--- src/rtl/asynchronous_fifo_pkg.sv ---
// Shared definitions for the Gray-pointer FIFO demonstrator.
//   DATA_W_DEF / ADDR_W_DEF / READ_DIV_DEF : default geometry and read-strobe period
//   bin2gray                               : binary to reflected-Gray conversion
package async_fifo_pkg;

    localparam int unsigned DATA_W_DEF   = 16;
    localparam int unsigned ADDR_W_DEF   = 3;
    localparam int unsigned READ_DIV_DEF = 10;

    function automatic logic [31:0] bin2gray(input logic [31:0] b);
        return b ^ (b >> 1);
    endfunction

endpackage

--- src/rtl/asynchronous_fifo_sync_2ff.sv ---
// Two-flop synchronizer with synchronous active-high reset.
//   clk_i : clock
//   rst_i : synchronous reset, clears both stages
//   d_i   : value to synchronize
//   q_o   : value delayed by two clock edges
module sync_2ff #(
    parameter int unsigned WIDTH = 4
) (
    input  logic             clk_i,
    input  logic             rst_i,
    input  logic [WIDTH-1:0] d_i,
    output logic [WIDTH-1:0] q_o
);

    logic [WIDTH-1:0] ff1_q;
    logic [WIDTH-1:0] ff2_q;

    always_ff @(posedge clk_i) begin
        if (rst_i) begin
            ff1_q <= '0;
            ff2_q <= '0;
        end else begin
            ff1_q <= d_i;
            ff2_q <= ff1_q;
        end
    end

    assign q_o = ff2_q;

endmodule

--- src/rtl/asynchronous_fifo.sv ---
// Self-stimulating Gray-pointer FIFO. A counter writes 0,1,2,... whenever
// the FIFO is not full; a divided read strobe pops one word every READ_DIV
// clocks. Both sides share one clock but keep the two-flop pointer
// synchronizers of a clock-domain-crossing FIFO so flag latency matches it.
//   write_clk : the single clock (rising edge)
//   reset     : synchronous, active-high
//   data_out  : last word popped (registered)
//   r_empty   : empty as seen by the read side (registered, pessimistic)
//   w_full    : full as seen by the write side (registered, pessimistic)
// ADDR_W must be at least 2 for the full-flag comparison.
module asynchronous_fifo
    import async_fifo_pkg::*;
#(
    parameter int unsigned DATA_W   = DATA_W_DEF,
    parameter int unsigned ADDR_W   = ADDR_W_DEF,
    parameter int unsigned READ_DIV = READ_DIV_DEF
) (
    input  logic              write_clk,
    input  logic              reset,
    output logic [DATA_W-1:0] data_out,
    output logic              r_empty,
    output logic              w_full
);

    localparam int unsigned PTR_W = ADDR_W + 1;
    localparam int unsigned DEPTH = 1 << ADDR_W;
    localparam int unsigned CNT_W = (READ_DIV > 1) ? $clog2(READ_DIV) : 1;

    logic [DATA_W-1:0] mem [DEPTH];

    logic [DATA_W-1:0] wdata_q,    wdata_d;
    logic [PTR_W-1:0]  wbin_q,     wbin_d;
    logic [PTR_W-1:0]  rbin_q,     rbin_d;
    logic [PTR_W-1:0]  wgray_q,    wgray_d;
    logic [PTR_W-1:0]  rgray_q,    rgray_d;
    logic [CNT_W-1:0]  rd_cnt_q,   rd_cnt_d;
    logic [DATA_W-1:0] data_out_q, data_out_d;
    logic              r_empty_q,  r_empty_d;
    logic              w_full_q,   w_full_d;

    logic [PTR_W-1:0]  wq2;
    logic [PTR_W-1:0]  rq2;
    logic [PTR_W-1:0]  rq2_full_cmp;
    logic              wr_en;
    logic              rd_tick;
    logic              rd_en;

    sync_2ff #(.WIDTH(PTR_W)) u_sync_w2r (
        .clk_i (write_clk),
        .rst_i (reset),
        .d_i   (wgray_q),
        .q_o   (wq2)
    );

    sync_2ff #(.WIDTH(PTR_W)) u_sync_r2w (
        .clk_i (write_clk),
        .rst_i (reset),
        .d_i   (rgray_q),
        .q_o   (rq2)
    );

    // Enables are gated by the registered flags, so overflow/underflow
    // cannot occur.
    assign wr_en   = ~w_full_q;
    assign rd_tick = (rd_cnt_q == CNT_W'(READ_DIV - 1));
    assign rd_en   = rd_tick & ~r_empty_q;

    // Full when the write pointer is one lap ahead: Gray form inverts the
    // two MSBs of the synchronized read pointer.
    assign rq2_full_cmp = {~rq2[PTR_W-1:PTR_W-2], rq2[PTR_W-3:0]};

    always_comb begin
        wdata_d    = wdata_q;
        wbin_d     = wbin_q;
        rbin_d     = rbin_q;
        data_out_d = data_out_q;
        rd_cnt_d   = rd_tick ? '0 : rd_cnt_q + CNT_W'(1);

        if (wr_en) begin
            wdata_d = wdata_q + DATA_W'(1);
            wbin_d  = wbin_q + PTR_W'(1);
        end
        if (rd_en) begin
            data_out_d = mem[rbin_q[ADDR_W-1:0]];
            rbin_d     = rbin_q + PTR_W'(1);
        end

        wgray_d   = PTR_W'(bin2gray(32'(wbin_d)));
        rgray_d   = PTR_W'(bin2gray(32'(rbin_d)));
        r_empty_d = (rgray_d == wq2);
        w_full_d  = (wgray_d == rq2_full_cmp);
    end

    always_ff @(posedge write_clk) begin
        if (reset) begin
            wdata_q    <= '0;
            wbin_q     <= '0;
            rbin_q     <= '0;
            wgray_q    <= '0;
            rgray_q    <= '0;
            rd_cnt_q   <= '0;
            data_out_q <= '0;
            r_empty_q  <= 1'b1;
            w_full_q   <= 1'b0;
        end else begin
            wdata_q    <= wdata_d;
            wbin_q     <= wbin_d;
            rbin_q     <= rbin_d;
            wgray_q    <= wgray_d;
            rgray_q    <= rgray_d;
            rd_cnt_q   <= rd_cnt_d;
            data_out_q <= data_out_d;
            r_empty_q  <= r_empty_d;
            w_full_q   <= w_full_d;
        end
    end

    // Storage has no reset; stale contents are never read because the
    // pointers restart together.
    always_ff @(posedge write_clk) begin
        if (!reset && wr_en) begin
            mem[wbin_q[ADDR_W-1:0]] <= wdata_q;
        end
    end

    assign data_out = data_out_q;
    assign r_empty  = r_empty_q;
    assign w_full   = w_full_q;

endmodule

--- config.mk ---
export PLATFORM = sky130hd
export DESIGN_NAME = asynchronous_fifo
export DESIGN_NICKNAME = d
export VERILOG_FILES = /design/src/rtl/asynchronous_fifo_pkg.sv /design/src/rtl/asynchronous_fifo_sync_2ff.sv /design/src/rtl/asynchronous_fifo.sv
export SDC_FILE = /design/constraint.sdc
export NUM_CORES = 1
export LEC_CHECK = 0
export ABC_AREA = 1
export BUFFER_PORTS_ARGS = -buffer_cell sky130_fd_sc_hd__buf_4
export CAP_MARGIN = 20
export CELL_PAD_IN_SITES_DETAIL_PLACEMENT = 1
export CELL_PAD_IN_SITES_GLOBAL_PLACEMENT = 2
export CORE_ASPECT_RATIO = 0.75
export CORE_MARGIN = 3
export CORE_UTILIZATION = 38
export CTS_CLUSTER_SIZE = 24
export DETAILED_ROUTE_END_ITERATION = 12
export PLACE_DENSITY = 0.85
export SYNTH_ARGS = -nofsm -noshare
export SYNTH_HDL_FRONTEND = slang
export SYNTH_HIERARCHICAL = 1
export SYNTH_SLANG_ARGS = --single-unit
--- constraint.sdc ---
create_clock -name write_clk -period 2.01 [get_ports write_clk]
set_clock_uncertainty 0.15 [all_clocks]
set_input_delay 0.1005 -clock write_clk [delete_from_list [all_inputs] [get_ports write_clk]]
set_output_delay 0.1005 -clock write_clk [all_outputs]
set_load 0.005 [all_outputs]
# [Word level (Yosys, flattened, before mapping)]
# Memory sizes are Yosys's and may differ from the RTL's. A register that Yosys moved wholly into a read port is not among the register bits.
# Index checks and enable logic that the tools add are counted.
[classes] n_mux=4 addsub=4 n_reduce_logical=3 eq_ne=3 n_bitwise=6
[op_table] cell="$add A16 B1 Y16 const B" count=1
[op_table] cell="$add A4 B1 Y4 const B" count=3
[op_table] cell="$eq A4 B4 Y1" count=2
[op_table] cell="$mux W4" count=2
[op_table] cell="$xor A4 B3 Y4" count=2
[op_table] cell="$eq A4 B4 Y1 const B" count=1
[op_table] cell="$mux W1" count=2
[op_table] cell="$not A1 Y1" count=2
[op_table] cell="$not A2 Y2" count=1
[op_table] cell="$reduce_or A2 Y1" count=1
[op_table] cell="$and A1 B1 Y1" count=1
[op_table] cell="$logic_and A1 B1 Y1" count=1
[op_table] cell="$logic_not A1 Y1" count=1
[totals] n_memories=1 register_bits=54 ram_bits=128 input_bits=2 output_inout_bits=18 wordCells=33
[mem_list] name="mem" depth=8 width=16 rd=1 rd_ports_with_merged_regs=1 write_ports=1 line_no="asynchronous_fifo.sv:29" text="logic [DATA_W-1:0] mem [DEPTH];"

# [Depth between registers and ports, before layout]
[logic_depth] depth_word=5 ltp_mapped=15 mapped_depth_nobuf=14

# [Cells and area by module]
# Netlist, hierarchy kept.
[by_module_without_submodules] mod="asynchronous_fifo" n_inst=1 area_per_inst_um2=7304.5 seq_area_each_um2=4884.7 cells_each=659
[by_module_without_submodules] mod="sync_2ff" n_inst=2 area_per_inst_um2=231.5 seq_area_each_um2=160.2 cells_each=25

# [Worst setup path after synthesis]
# No wires, ideal clock.
[synth_path] path_type="register to register" from="register w_full_q (netlist: w_full)" to="memory mem[0][0] (netlist name) (enable)" path_stages_with_launch=5 setup_time_ns=0.388 n_path_buf=1 required_time_ns=1.472 arrival_time_ns=1.389 synth_period_minus_slack_ns=1.927 path_slack_ns=0.083 cell_sequence="dfxtp_1 -> buf_6 -> nor2_1 -> nand2_1 -> nor2_1"
[synth_between] elab_chain_cells=4
[synth_lines] element="start, declared" line_no="asynchronous_fifo.sv:39" text="logic w_full_q, w_full_d;"
[synth_lines] element="start signal, assigned" line_no="asynchronous_fifo.sv:114" text="w_full_q <= w_full_d;"
[synth_lines] element="$not A1 Y1" line_no="asynchronous_fifo.sv:64" text="assign wr_en = ~w_full_q;"
[synth_lines] element="$logic_and A1 B1 Y1" line_no="asynchronous_fifo.sv:121" text="if (!reset && wr_en) begin"
[synth_lines] element="$mux W1" line_no="asynchronous_fifo.sv:121"
[synth_lines] element="$mux W1 (implied by the code)" line_no="asynchronous_fifo.sv:122" text="mem[wbin_q[ADDR_W-1:0]] <= wdata_q;"
[synth_lines] element="end, declared" line_no="asynchronous_fifo.sv:29"
# No other way between the ends.

# [Worst setup path after layout]
[layout_path] from="register rd_cnt_q[1]" to="register r_empty_q (netlist: r_empty)"
[layout_between] elab_chain_cells=5
[layout_lines] element="start, declared" line_no="asynchronous_fifo.sv:36" text="logic [CNT_W-1:0] rd_cnt_q, rd_cnt_d;"
[layout_lines] element="start signal, assigned" line_no="asynchronous_fifo.sv:111" text="rd_cnt_q <= rd_cnt_d;"
[layout_lines] element="$eq A4 B4 Y1" line_no="asynchronous_fifo.sv:65" text="assign rd_tick = (rd_cnt_q == CNT_W'(READ_DIV - 1));"
[layout_lines] element="$and A1 B1 Y1" line_no="asynchronous_fifo.sv:66" text="assign rd_en = rd_tick & ~r_empty_q;"
[layout_lines] element="$mux W4" line_no="asynchronous_fifo.sv:83" text="if (rd_en) begin"
[layout_lines] element="$xor A4 B3 Y4" line_no="asynchronous_fifo_pkg.sv:11" text="return b ^ (b >> 1);"
[layout_lines] element="$eq A4 B4 Y1" line_no="asynchronous_fifo.sv:90" text="r_empty_d = (rgray_d == wq2);"
[layout_lines] element="end signal, assigned" line_no="asynchronous_fifo.sv:113" text="r_empty_q <= r_empty_d;"
[layout_lines] element="end, declared" line_no="asynchronous_fifo.sv:38" text="logic r_empty_q, r_empty_d;"
# No other way between the ends.
# A chain may end at the register's enable or synchronous reset.

==> flow_summary.json <==
{
  "wirelength_um": 19730,
  "cts_sinks": 196,
  "clock_latency_ps": 430,
  "syn_area_um2": 7767,
  "cp_common_cell": "nand2_1",
  "whs_ps": 257.4,
  "io_pins": 20,
  "rows": 44,
  "drc": 0,
  "antenna_left": 0,
  "dp_slack_ps": 16.95,
  "maxCapViolations": 0,
  "synthFlopType": "edfxtp_1",
  "path_cells": "inv_2, ha_4, nand2_2, nor2_4, nand2_4, nand2_1, nand2_1, nand2_1, nand3_1, nand2_1, nor2_1, nand2_1, nand2_1",
  "cp.required_ps": 2160,
  "initialDrtViolationCount": 330,
  "synth_nets": 716,
  "overflow": 0,
  "endpoint_kind": "register",
  "largest_register_ffs": 128,
  "dp_hpwl_um": 11980,
  "ys_seq_area_share_pct": 67.01,
  "grt_max_degree": 41,
  "cellPowerDensity_nw_per_um2": 899.7,
  "layoutNonFillerInstCount": 1016,
  "routed-via-count": 5343,
  "rr_startpoint": "rd_cnt_q[1]",
  "r2r-end": "r_empty",
  "die_h_um": 129.8,
  "arrival_ps": 2030,
  "crit_type": "reg2reg",
  "hp-class": "reg2reg",
  "min-delay-start": "u_sync_w2r/ff1_q[1]",
  "path_clk_slew_ps": 70,
  "critical-path-slowest-cell": "dfxtp_1",
  "start_util_pct": 39.41,
  "worst-path-buf-inv": 1,
  "cts_max_level": 4,
  "grt_most_used_layer": "met2",
  "grt_pass1_vias": 5729,
  "critical_path.top_delay_family": "simple AND/OR/NAND/NOR gates",
  "finalCritPeriodShare_pct": 93.40,
  "via_per_inst": 5.259,
  "period_minus_slack_ps": 1877,
  "diodes": 0,
  "worst_pin_slew_ps": 509.0,
  "detail_route.wl_per_cell_um": 19.41,
  "p_leak_nw": 3.244,
  "async_reset_ff_share_pct": 0,
  "finalHoldViolCount": 0,
  "drv_slew": 0,
  "dr.pass1.iters": 4,
  "layout-drive-gt1-share_pct": 16.91,
  "layout_setup_ws_ps": 132.6,
  "gp_congestion": 0.7326,
  "ys_types": 36,
  "rrSetupSlack_ps": 130,
  "finalSetupViolCount": 0,
  "cts_buffers": 17,
  "ys_ff_latch": 196,
  "critPathMaxFanout": 7,
  "worst_r2r_path_depth": 13,
  "antenna_found_initial": 0,
  "ys_warn_count": 6,
  "outcome": "complete, no violations",
  "min_delay_path_depth": 2,
  "fmax_mhz": 532.7,
  "met1_usage_pct": 23.75,
  "syn_area_per_cell_um2": 10.96,
  "io_buffers": 19,
  "grt_util_all_layers_pct": 18.53,
  "holdPathEnd": "u_sync_w2r/q_o[1]",
  "met3_usage_pct": 3.513,
  "peakVddDrop_uv": 595.8,
  "final_util_pct": 46.13,
  "clk_path_buf_depth": 2,
  "maxSlewHeadroom_pct": 66.03,
  "synth-edff-count": 128,
  "place_inst": 975,
  "root_buffer": "clkbuf_16",
  "cts_tree": "done",
  "syn_to_final_growth_pct": 17.04,
  "grt_pass1_wl_um": 31080,
  "core_area_um2": 19710,
  "synth_cells": 709,
  "layout.nets": 757,
  "use_met2_pct": 31.86,
  "start_kind": "register",
  "die_w_um": 171.1,
  "max_stage_delay_ps": 340,
  "die_area_um2": 22210
}
[routing by layer]
layer  vias up  routed length, µm
met3        19               1269
li1       2527                  -
met5         -                  0
met4         0                215
met2       108               9836
met1      2689               8404
[kinds of logic after synthesis]
logic type	count (synthesis)	share of synthesized area [%]
compound gates	153	11.66
xor+xnor	10	1.224
fa+ha+maj	5	0.8054
buf+inv	92	5.219
flops	196	67.01
simple gates	253	14.08
[through the flow]
step                      total power, mW  setup TNS [ps]  instance area [µm²]
after detailed placement            4.796               0                 8374
after floorplan                     4.670               0                 7767
final                               8.179               0                 9091
after global routing                8.468          -4.221                 9091
after global placement              4.770               0                 8374
after CTS                           8.252               0                 8990
[final cells by class]
class                           count  area (µm²)
Clock buffer                       18       429.2
Clock inverter                     14       171.4
Fill cell                        2120       10620
Inverter                           56       216.5
Multi-Input combinational cell    421        2197
Sequential cell                   196        5210
Tap cell                          253       316.6
Timing Repair Buffer               58       550.5
[how the worst max path moves through the flow]
stage / from / end / slack (ps) / depth (start not counted)
finish: rd_cnt_q[1] / r_empty / 130 / 13
global route: rd_cnt_q[1] / r_empty / -4 / 12
CTS: rd_cnt_q[1] / r_empty / 30 / 14
detailed placement: rd_cnt_q[0] / r_empty / 20 / 12
global placement: rd_cnt_q[0] / r_empty / 130 / 12
floorplan: w_full / mem[0][0] / 80 / 4
[worst register-to-register path, stage by stage (launching register included)]
cell and delay [ps]:
dfxtp_1 340, inv_2 80, ha_4 140, nand2_2 70, nor2_4 180, nand2_4 110, nand2_1 90, nand2_1 110
nand2_1 140, nand3_1 130, nand2_1 80, nor2_1 40, nand2_1 50, nand2_1 50
[cell usage in the layout (no fill, tap or decap), drive strengths merged, types with 2 or more instances in the layout]
| master | Yosys | routed |
|---|---|---|
| ha | 5 | 5 |
| o21bai | 2 | 2 |
| o22ai | 16 | 16 |
| clkinvlp | 0 | 2 |
| xor2 | 6 | 6 |
| o21ai | 73 | 73 |
| nor2 | 125 | 125 |
| nor3 | 3 | 3 |
| o221ai | 16 | 16 |
| bufinv | 0 | 2 |
| edfxtp | 128 | 128 |
| nand4 | 3 | 3 |
| dfxtp | 68 | 68 |
| clkinv | 1 | 5 |
| a21oi | 28 | 28 |
| or2 | 2 | 2 |
| clkbuf | 20 | 18 |
| o211ai | 16 | 16 |
| buf | 16 | 57 |
| xnor2 | 4 | 4 |
| nand3 | 26 | 26 |
| nand2 | 93 | 93 |
| inv | 55 | 61 |
[cells in the mapped netlist, types with 5 or more instances]
cell type / n / share of area [%]
a21oi_1: 28 / 1.8
buf_2: 9 / 0.58
buf_6: 5 / 0.72
clkbuf_1: 20 / 0.97
dfxtp_1: 68 / 18
edfxtp_1: 128 / 49
ha_1: 5 / 0.81
inv_1: 51 / 2.5
nand2_1: 80 / 3.9
nand2_2: 13 / 1.0
nand3_1: 22 / 1.4
nor2_1: 120 / 5.8
o211ai_1: 16 / 1.5
o21ai_0: 61 / 3.9
o21ai_1: 11 / 0.71
o221ai_1: 16 / 1.8
o22ai_1: 16 / 1.3
xor2_1: 5 / 0.56
[report_power, final]
group          switching [mW]  internal, mW
clock                    1.59          1.88
sequential             0.0415          4.36
combinational           0.199         0.108
total                    1.83          6.35
[timing repair]
item | in CTS | in global routing
hold buffers | 1 | 0
hold endpoints to repair | 14 | 0
pin swaps | 0 | 4
endpoints found under the setup margin | 1 | 6
resized for setup | 1 | 12
buffers inserted | 0 | 8
gates cloned | 0 | 0
Note: power is estimated with default switching activity, not from simulation.
